## src/rtl/evo_gate_array.sv

```systemverilog
// Evolvable gate array: a small array of 2-input gate cells, configured one
// gene word at a time and evaluated synchronously for a fixed number of
// update cycles. The selected output is sampled once the cells have settled.
//
// Ports:
//   clock, reset        sole rising-edge clock, synchronous active-high reset
//   in_vec              primary inputs, latched when an evaluation starts
//   cfg_valid/ready     config word handshake, cfg_data carries the word
//   cfg_loaded          one-cycle pulse when a full config is committed
//   cfg_ok              a committed config exists
//   eval_start          evaluation request (honoured in IDLE only)
//   busy                evaluation in progress
//   result_valid        one-cycle pulse, result/stable valid from here on
//   result, stable      sampled output, no cell changed on the final update
//   cell_state          current cell values (debug)
//
// state   | meaning
// --------+-----------------------------------------------------------
// IDLE    | waiting for a config word or an evaluation request
// LOAD    | collecting config words into shadow storage
// COMMIT  | copying shadow into the active config
// SETTLE  | cells updating, one synchronous step per cycle
// DONE    | sampling the selected output source

module evo_gate_array #(
    parameter int  NUM_INPUTS    = 2,
    parameter int  NUM_GATES     = 8,
    parameter int  SETTLE_CYCLES = 16,
    localparam int SEL_W         = $clog2(NUM_INPUTS + NUM_GATES),
    localparam int GENE_W        = 3 + 2 * SEL_W
) (
    input  logic                  clock,
    input  logic                  reset,
    input  logic [NUM_INPUTS-1:0] in_vec,
    input  logic                  cfg_valid,
    output logic                  cfg_ready,
    input  logic [GENE_W-1:0]     cfg_data,
    output logic                  cfg_loaded,
    output logic                  cfg_ok,
    input  logic                  eval_start,
    output logic                  busy,
    output logic                  result_valid,
    output logic                  result,
    output logic                  stable,
    output logic [NUM_GATES-1:0]  cell_state
);

    localparam int CNT_W = $clog2(NUM_GATES + 1);
    localparam int UPD_W = $clog2(SETTLE_CYCLES + 1);
    localparam int SRC_N = 1 << SEL_W;

    typedef enum logic [2:0] {S_IDLE, S_LOAD, S_COMMIT, S_SETTLE, S_DONE} state_t;

    state_t                state_q, state_d;
    logic [CNT_W-1:0]      wcnt_q, wcnt_d;
    logic [UPD_W-1:0]      ucnt_q, ucnt_d;
    logic [GENE_W-1:0]     shadow_q [NUM_GATES];
    logic [GENE_W-1:0]     shadow_d [NUM_GATES];
    logic [GENE_W-1:0]     active_q [NUM_GATES];
    logic [GENE_W-1:0]     active_d [NUM_GATES];
    logic [SEL_W-1:0]      osel_sh_q, osel_sh_d;
    logic [SEL_W-1:0]      osel_q, osel_d;
    logic [NUM_INPUTS-1:0] in_lat_q, in_lat_d;
    logic [NUM_GATES-1:0]  cells_q, cells_d;
    logic                  cfg_loaded_q, cfg_loaded_d;
    logic                  cfg_ok_q, cfg_ok_d;
    logic                  busy_q, busy_d;
    logic                  result_valid_q, result_valid_d;
    logic                  result_q, result_d;
    logic                  stable_q, stable_d;

    logic [SRC_N-1:0]      src_pad;
    logic [NUM_GATES-1:0]  next_cells;

    function automatic logic gate_fn(input logic [2:0] op, input logic a, input logic b);
        case (op)
            3'd0:    return a & b;
            3'd1:    return a | b;
            3'd2:    return ~(a & b);
            3'd3:    return ~(a | b);
            3'd4:    return a ^ b;
            3'd5:    return ~(a ^ b);
            3'd6:    return ~a;
            default: return a;
        endcase
    endfunction

    // Source space padded to a power of two: indices past the last cell read
    // the zero padding, which gives the constant-0 source for free.
    always_comb begin
        src_pad = '0;
        src_pad[NUM_INPUTS+NUM_GATES-1:0] = {cells_q, in_lat_q};
        next_cells = '0;
        for (int g = 0; g < NUM_GATES; g++) begin
            next_cells[g] = gate_fn(active_q[g][2:0],
                                    src_pad[active_q[g][SEL_W+2:3]],
                                    src_pad[active_q[g][2*SEL_W+2:SEL_W+3]]);
        end
    end

    assign cfg_ready = (state_q == S_IDLE) || (state_q == S_LOAD);

    always_comb begin
        state_d        = state_q;
        wcnt_d         = wcnt_q;
        ucnt_d         = ucnt_q;
        shadow_d       = shadow_q;
        active_d       = active_q;
        osel_sh_d      = osel_sh_q;
        osel_d         = osel_q;
        in_lat_d       = in_lat_q;
        cells_d        = cells_q;
        cfg_loaded_d   = 1'b0;
        cfg_ok_d       = cfg_ok_q;
        busy_d         = busy_q;
        result_valid_d = 1'b0;
        result_d       = result_q;
        stable_d       = stable_q;
        case (state_q)
            S_IDLE, S_LOAD: begin
                if (cfg_valid) begin
                    for (int i = 0; i < NUM_GATES; i++) begin
                        if (wcnt_q == CNT_W'(i)) shadow_d[i] = cfg_data;
                    end
                    if (wcnt_q == CNT_W'(NUM_GATES)) begin
                        osel_sh_d = cfg_data[SEL_W-1:0];
                        state_d   = S_COMMIT;
                    end else begin
                        wcnt_d  = wcnt_q + 1'b1;
                        state_d = S_LOAD;
                    end
                end else if (state_q == S_IDLE && eval_start && cfg_ok_q) begin
                    in_lat_d = in_vec;
                    cells_d  = '0;
                    ucnt_d   = '0;
                    busy_d   = 1'b1;
                    state_d  = S_SETTLE;
                end
            end
            S_COMMIT: begin
                active_d     = shadow_q;
                osel_d       = osel_sh_q;
                wcnt_d       = '0;
                cfg_loaded_d = 1'b1;
                cfg_ok_d     = 1'b1;
                state_d      = S_IDLE;
            end
            S_SETTLE: begin
                cells_d = next_cells;
                if (ucnt_q == UPD_W'(SETTLE_CYCLES - 1)) begin
                    stable_d = (next_cells == cells_q);
                    state_d  = S_DONE;
                end else begin
                    ucnt_d = ucnt_q + 1'b1;
                end
            end
            S_DONE: begin
                result_d       = src_pad[osel_q];
                result_valid_d = 1'b1;
                busy_d         = 1'b0;
                state_d        = S_IDLE;
            end
            default: state_d = S_IDLE;
        endcase
    end

    always_ff @(posedge clock) begin
        if (reset) begin
            state_q        <= S_IDLE;
            wcnt_q         <= '0;
            ucnt_q         <= '0;
            shadow_q       <= '{default: '0};
            active_q       <= '{default: '0};
            osel_sh_q      <= '0;
            osel_q         <= '0;
            in_lat_q       <= '0;
            cells_q        <= '0;
            cfg_loaded_q   <= 1'b0;
            cfg_ok_q       <= 1'b0;
            busy_q         <= 1'b0;
            result_valid_q <= 1'b0;
            result_q       <= 1'b0;
            stable_q       <= 1'b0;
        end else begin
            state_q        <= state_d;
            wcnt_q         <= wcnt_d;
            ucnt_q         <= ucnt_d;
            shadow_q       <= shadow_d;
            active_q       <= active_d;
            osel_sh_q      <= osel_sh_d;
            osel_q         <= osel_d;
            in_lat_q       <= in_lat_d;
            cells_q        <= cells_d;
            cfg_loaded_q   <= cfg_loaded_d;
            cfg_ok_q       <= cfg_ok_d;
            busy_q         <= busy_d;
            result_valid_q <= result_valid_d;
            result_q       <= result_d;
            stable_q       <= stable_d;
        end
    end

    assign cfg_loaded   = cfg_loaded_q;
    assign cfg_ok       = cfg_ok_q;
    assign busy         = busy_q;
    assign result_valid = result_valid_q;
    assign result       = result_q;
    assign stable       = stable_q;
    assign cell_state   = cells_q;

endmodule

```

## config.mk

```make
export PLATFORM = sky130hd
export DESIGN_NAME = evo_gate_array
export DESIGN_NICKNAME = d
export VERILOG_FILES = /design/src/rtl/evo_gate_array.sv
export SDC_FILE = /design/constraint.sdc
export NUM_CORES = 1
export LEC_CHECK = 0
export BUFFER_PORTS_ARGS = -buffer_cell sky130_fd_sc_hd__buf_2
export CORE_UTILIZATION = 46
export CTS_BUF_LIST = sky130_fd_sc_hd__clkbuf_16
export DETAILED_ROUTE_END_ITERATION = 8
export PLACE_DENSITY = 0.68
export SYNTH_ARGS = -nofsm -noshare
export SYNTH_HDL_FRONTEND = slang
export SYNTH_SLANG_ARGS = --single-unit
```

## constraint.sdc

```tcl
create_clock -name clock -period 8.3 [get_ports clock]
set_input_delay 0.83 -clock clock [delete_from_list [all_inputs] [get_ports clock]]
set_output_delay 0.83 -clock clock [all_outputs]
set_load 0.005 [all_outputs]
```

==> impl_metrics.yaml, run 1 <==
outcome:
  status: "finished with violations"
  violations: "DRC"
clocking:
  cts_num_sinks: 212
  hold_buffers: 0
  clock_latency_ns: 0.52
  numCtsBuffers: 24
  post-cts-setup-buffer-count: 0
  cts_resized: 0
  cts_tree: "done"
  cts_htree_levels: 1
  clk_pin_slew_ns: 0.07
  cts-root-buf: "clkbuf_16"
  clk_path_buf_depth: 3
grt:
  overflow: 0
  top_usage_layer: "met2"
  grtUsageMet2: 0.389
  first_global_vias: 8133
  grt_util_met1: 0.340
  grt_pass1_wl_um: 44500
  grt_antenna_before_repair: 0
  met3_usage: 0.0265
  grt_usage: 0.241
  grt_start_max_net_pins: 98
yosys:
  syn_area_um2: 10400
  synth_area_leaders: "dfxtp_1, nand2_1, a21oi_1, mux2i_1, mux4_2"
  synth_largest_area_cell: "dfxtp_1"
  syn_inst: 1283
  synth_ff_type: "dfxtp_1"
  yosys.area.top_type_share: 0.410
  ys_seq_elements: 212
  yosysWarningCount: 0
  syn_nets: 1322
  synth_seq_area_share: 0.410
  synth.distinct_cells: 57
  synth_area_per_cell_um2: 8.08
  async_reset_ff_frac: 0
  synth_edf_count: 0
drt:
  avgViaCountPerCell: 5.77
  antenna_left: 0
  wl_per_cell_um: 18.2
  drc: 2
  finalWirelength_um: 28000
  drtIter0Drc: 696
  drt-pass1-iter-count: 7
  num_vias: 8873
placement:
  place_area_um2: 10500
  dp.cells: 1496
  io_buffers: 31
  place_ws_ns: 4.58
  hpwlAfterDp_um: 17600
  place_congestion: 0.825
pwr:
  p_per_area_nw_per_um2: 196
  vdd.ir_drop.worst_v: 0.000153
  p_int_w: 0.00168
  power_frac_clock: 0.477
  p_switching_w: 0.000534
  seqPwrFrac: 0.469
  switching_share: 0.241
  combPwrFrac: 0.054
  leakage_nw: 4.01
job:
  maxCapViolations: 0
die:
  die_w_um: 152
  num_rows: 54
  coreArea_um2: 22000
  start_util: 0.472
  dieArea_um2: 23100
  fp.dieH_um: 152
  ios: 32
sta:
  setup-tns-final_ns: 0
  layout_setup_ws_ns: 4.54
  tightest_slew_ns: 1.13
  finalSetupViolations: 0
  hold_viol: 0
  skew_ns: 0.0158
  fmax_ghz: 0.266
  rsz0062_at_grt: "false"
  period_share: 0.453
  slew-limit-headroom: 0.242
  finalCriticalPeriod_ns: 3.76
  final_max_slew_viol_count: 0
critical_path:
  required_ns: 8.75
  crit_slowest_cell: "dfxtp_1"
  path_buf_inv: 0
  critPathMaxFanout: 21
  arrival_ns: 4.21
  crit_type: "reg -> reg"
  r2r_cells: 11
  cp-end-kind: "flip-flop"
  start_kind: "flip-flop"
  worst-path-stages: 11
  crit_family: "multiplexers"
  worst_r2r_endpoint: "stable$_SDFFE_PP0P_"
  path_cells: "mux2i_1 > nor3b_1 > o32ai_1 > ha_1 > mux2_2 > mux4_2 > xnor2_1 > mux2i_1 > nand4b_1 > or4_1 > o31ai_2"
  max_stage_delay_ns: 0.91
  cp_common_cell: "mux2i_1"
  r2r_slack_ns: 4.54
  r2r-start: "cell_state[6]$_SDFFE_PP0P_"
worst_hold_path:
  whs_path_depth: 2
  holdPathEnd: "active_q[49]$_SDFFE_PP0P_"
  min_from: "shadow_q[49]$_SDFFE_PP0P_"
  hold_class: "reg -> reg"
final_layout:
  fin_util: 0.516
  final_nets: 1281
  area_growth_pct: 9.25
  diodes: 0
  layout-drive-gt1-share: 0.101
  final_cells: 1539
  final_area_um2: 11300
==> layout by cell type (no fill, tap or decap), types with 4 or more instances in the layout <==
cell type	instances
a21oi_1	187
a22oi_1	5
and3_1	6
buf_2	30
buf_4	11
clkbuf_16	24
clkinv_2	7
dfxtp_1	212
ha_1	22
inv_1	31
mux2_2	6
mux2i_1	73
mux4_2	21
nand2_1	296
nand2b_1	9
nand3_1	85
nand3b_1	10
nor2_1	68
nor2b_1	13
nor3_1	15
nor3b_1	7
o21a_1	4
o21ai_0	10
o221ai_1	5
o22ai_1	5
o31ai_1	5
o32ai_1	4
or2_2	9
xnor2_1	11
xor2_1	10
==> power by group through the flow <==
| stage | sequential (W) | combinational, W | clock (W) |
|---|---|---|---|
| 6_report | 0.00104 | 0.000120 | 0.00106 |
| 5_1_grt | 0.00104 | 0.000129 | 0.00111 |
| 4_1_cts | 0.00104 | 0.000120 | 0.00107 |
| 3_5_place_dp | 0.00106 | 0.000119 | 0 |
| 3_3_place_gp | 0.00106 | 0.000119 | 0 |
| 2_1_floorplan | 0.00106 | 0.0000809 | 0 |
==> synth_stat cells (all sizes together), types with 13 or more instances <==
library cell    n
ha             22
dfxtp         212
mux2i          73
nor3           16
nor2b          13
a21oi         189
inv            28
nand3          85
buf            17
mux4           22
clkbuf         92
nand2         296
nor2           68
==> how the worst max path moves through the flow <==
stage / startpoint / end / slack [ns]
2_1_floorplan: cell_state[2]$_SDFFE_PP0P_ / stable$_SDFFE_PP0P_ / 4.75
3_3_place_gp: cell_state[3]$_SDFFE_PP0P_ / stable$_SDFFE_PP0P_ / 4.67
3_5_place_dp: cell_state[3]$_SDFFE_PP0P_ / stable$_SDFFE_PP0P_ / 4.58
4_1_cts: cell_state[6]$_SDFFE_PP0P_ / stable$_SDFFE_PP0P_ / 4.56
5_1_grt: cell_state[3]$_SDFFE_PP0P_ / stable$_SDFFE_PP0P_ / 4.30
6_report: cell_state[6]$_SDFFE_PP0P_ / stable$_SDFFE_PP0P_ / 4.54
==> worst reg2reg max path, cell delays in order (launching register included) <==
cell	delay (ns)
dfxtp_1	0.91
mux2i_1	0.16
nor3b_1	0.29
o32ai_1	0.16
ha_1	0.30
mux2_2	0.27
mux4_2	0.47
xnor2_1	0.14
mux2i_1	0.16
nand4b_1	0.10
or4_1	0.55
o31ai_2	0.17
==> routing by layer <==
layer  share of wire  vias to the layer above
met4           0.023                        0
met5               0                        -
met3           0.055                       39
met1            0.46                     4272
li1                -                     4309
met2            0.46                      253
==> sequential cells by signal (all words and copies together), names as in the netlist <==
name	count
active_q	88
busy	1
cell_state	8
cfg_loaded	1
cfg_ok	1
in_lat_q	2
osel_q	4
osel_sh_q	4
result	1
result_valid	1
shadow_q	88
stable	1
state_q	3
ucnt_q	5
wcnt_q	4
==> layout make-up <==
| cell class | instances | area [µm²] |
|---|---|---|
| tap | 280 | 350 |
| clock inverter | 19 | 191 |
| clock buffer | 24 | 601 |
| timing repair buffer | 42 | 244 |
| sequential | 212 | 4240 |
| inverter | 28 | 105 |
| fill | 2065 | 10600 |
| multi-input combinational | 934 | 5590 |
==> kinds of logic after synthesis <==
| group | count (synthesis) | synth area share |
|---|---|---|
| DFF | 212 | 0.410 |
| buffers and inverters | 137 | 0.0524 |
| xor gates and xnor gates | 21 | 0.0177 |
| and+or+nand+nor | 540 | 0.231 |
| muxes | 102 | 0.127 |
| adders and majority gates | 22 | 0.0266 |
| AOI/OAI and AO/OA | 249 | 0.136 |
==> through the flow <==
stage | hold WS, ns | total power, W
after global routing | 0.461 | 0.00228
after global placement | 0.436 | 0.00118
after detailed placement | 0.443 | 0.00118
final | 0.447 | 0.00222
after CTS | 0.450 | 0.00223
after floorplan | 0.432 | 0.00114
Note: power is estimated with default switching activity, not from simulation.
==> run 2: changes to the inputs <==
PLACE_DENSITY = 0.7   (was 0.68)
clock period = 3.2 ns   (was 8.3 ns; I/O delays follow)
==> run 2 against run 1 <==
The run ends with DRC, setup timing left. Register-to-register slack worse by 4.6 ns. Non-clock buffer count rose by 55. Global-route usage grew 0.38 points. Power increased by 150%. Largest cell class unchanged. Highest routed layer unchanged.
==> impl_metrics.yaml, run 2 (same netlist as run 1, synthesis figures left out) <==
outcome:
  status: "finished with violations"
  violations: "DRC, setup timing"
sta:
  setup-tns-final_ns: -0.0686
  skew_ns: 0.0108
  slew-limit-headroom: 0.275
  finalCriticalPeriod_ns: 3.27
  layout_setup_ws_ns: -0.0686
  tightest_slew_ns: 1.09
  hold-worst-slack_ns: 0.128
  finalSetupViolations: 1
  fmax_ghz: 0.306
  rsz0062_at_grt: "true"
  hold_viol: 0
  period_share: 1.02
  final_max_slew_viol_count: 0
drt:
  num_vias: 9061
  antenna_left: 0
  drt-pass1-iter-count: 7
  wl_per_cell_um: 18.2
  drc: 4
  avgViaCountPerCell: 5.71
  drtIter0Drc: 787
  finalWirelength_um: 28900
clocking:
  cts_htree_levels: 1
  numCtsBuffers: 22
  clock_latency_ns: 0.51
  hold_buffers: 0
  cts-root-buf: "clkbuf_16"
  clk_pin_slew_ns: 0.06
  cts_tree: "done"
  cts_num_sinks: 212
  clk_path_buf_depth: 3
critical_path:
  start_kind: "flip-flop"
  crit_type: "reg -> reg"
  required_ns: 3.63
  cp-end-kind: "flip-flop"
  arrival_ns: 3.69
  critPathMaxFanout: 3
final_layout:
  fin_util: 0.533
  diodes: 0
  area_growth_pct: 13.0
  final_nets: 1334
  nFillCells: 2011
  final_cell_mix: "nand2_1, dfxtp_1, a21oi_1, nand3_1, mux2i_1"
  layout-drive-gt1-share: 0.145
  final_common_cell: "nand2_1"
job:
  maxCapViolations: 0
worst_hold_path:
  hold_class: "in -> reg"
grt:
  grt_start_max_net_pins: 105
  overflow: 0
  first_global_vias: 8161
  grt_antenna_before_repair: 0
  grt_pass1_wl_um: 44900
  grt_usage: 0.245
placement:
  hpwlAfterDp_um: 18800
  io_buffers: 31
  place_ws_ns: -0.147
  place_congestion: 0.900
die:
  dieArea_um2: 23100
  die_w_um: 152
  coreArea_um2: 22000
  fp.dieH_um: 152
  ios: 32
  start_util: 0.472
  num_rows: 54
pwr:
  total_power_w: 0.00549
  p_per_area_nw_per_um2: 469
  vdd.ir_drop.worst_v: 0.000436
  leakage_nw: 4.26
-- run 2: cell count changes in the layout (fill, tap and decap cells not counted), moves of 3 or more --
cell	before	now
o32ai_1	4	1
dfxtp_2	0	5
dfxtp_1	212	205
a21oi_1	187	183
a21oi_2	2	6
clkinv_1	2	6
clkinv_2	7	2
buf_4	11	65
o32ai_2	0	3
-- run 2: critical path, stage by stage, from the launching register on --
cell	delay, ns
dfxtp_4	0.36
mux4_2	0.48
mux2i_1	0.13
nor2_1	0.07
a21oi_2	0.13
ha_1	0.26
mux2_4	0.27
mux4_2	0.48
xnor2_1	0.14
mux2i_1	0.15
nand4b_1	0.11
or4_4	0.43
o31ai_2	0.17
-- run 2: stage by stage --
stage / cell area, µm² / instances
after global placement: 10900 / 1549
after floorplan: 10400 / 1283
after CTS: 11700 / 1587
after detailed placement: 10900 / 1549
final: 11700 / 1588
after global routing: 11700 / 1588
-- run 2: report_power, final --
group,switching (W),leakage [nW],internal [W]
clock network,0.00103,0.349,0.00145
logic,0.000238,2.20,0.0000808
registers,0.0000239,1.71,0.00267
-- run 2: final cells by class --
type                       count  area [µm²]  share of cell area
inverter                      28         105             0.00897
multi-input combinational    934        5640               0.482
sequential                   212        4260               0.363
tap                          280         350              0.0299
clock inverter                14         113             0.00961
clock buffer                  23         576              0.0491
timing repair buffer          97         669              0.0571
-- run 2: path summary, 6_finish.rpt --
check	startpoint	endpoint	slack [ns]	depth (start not counted)
worst max-delay path	active_q[29]$_SDFFE_PP0P_	stable$_SDFFE_PP0P_	-0.07	12
worst min-delay path	reset	osel_sh_q[0]$_SDFFE_PP0P_	0.13	2
worst max register to register	active_q[29]$_SDFFE_PP0P_	stable$_SDFFE_PP0P_	-0.07	12
worst min register to register	shadow_q[65]$_SDFFE_PP0P_	active_q[65]$_SDFFE_PP0P_	0.45	2
-- run 2: metal layers --
metal | routed length (µm) | vias up | GRT usage | share of wire
met5 | 0 | - | 0 | 0
met1 | 12700 | 4369 | 0.336 | 0.44
li1 | - | 4411 | - | -
met3 | 2070 | 44 | 0.0379 | 0.072
met4 | 583 | 0 | 0.0641 | 0.020
met2 | 13500 | 237 | 0.401 | 0.47
-- run 2: what timing repair did --
item | CTS | global route
gates resized for setup | 9 | 12
pin swaps | 3 | 2
buffers inserted | 1 | 1
setup endpoints to repair | 1 | 1
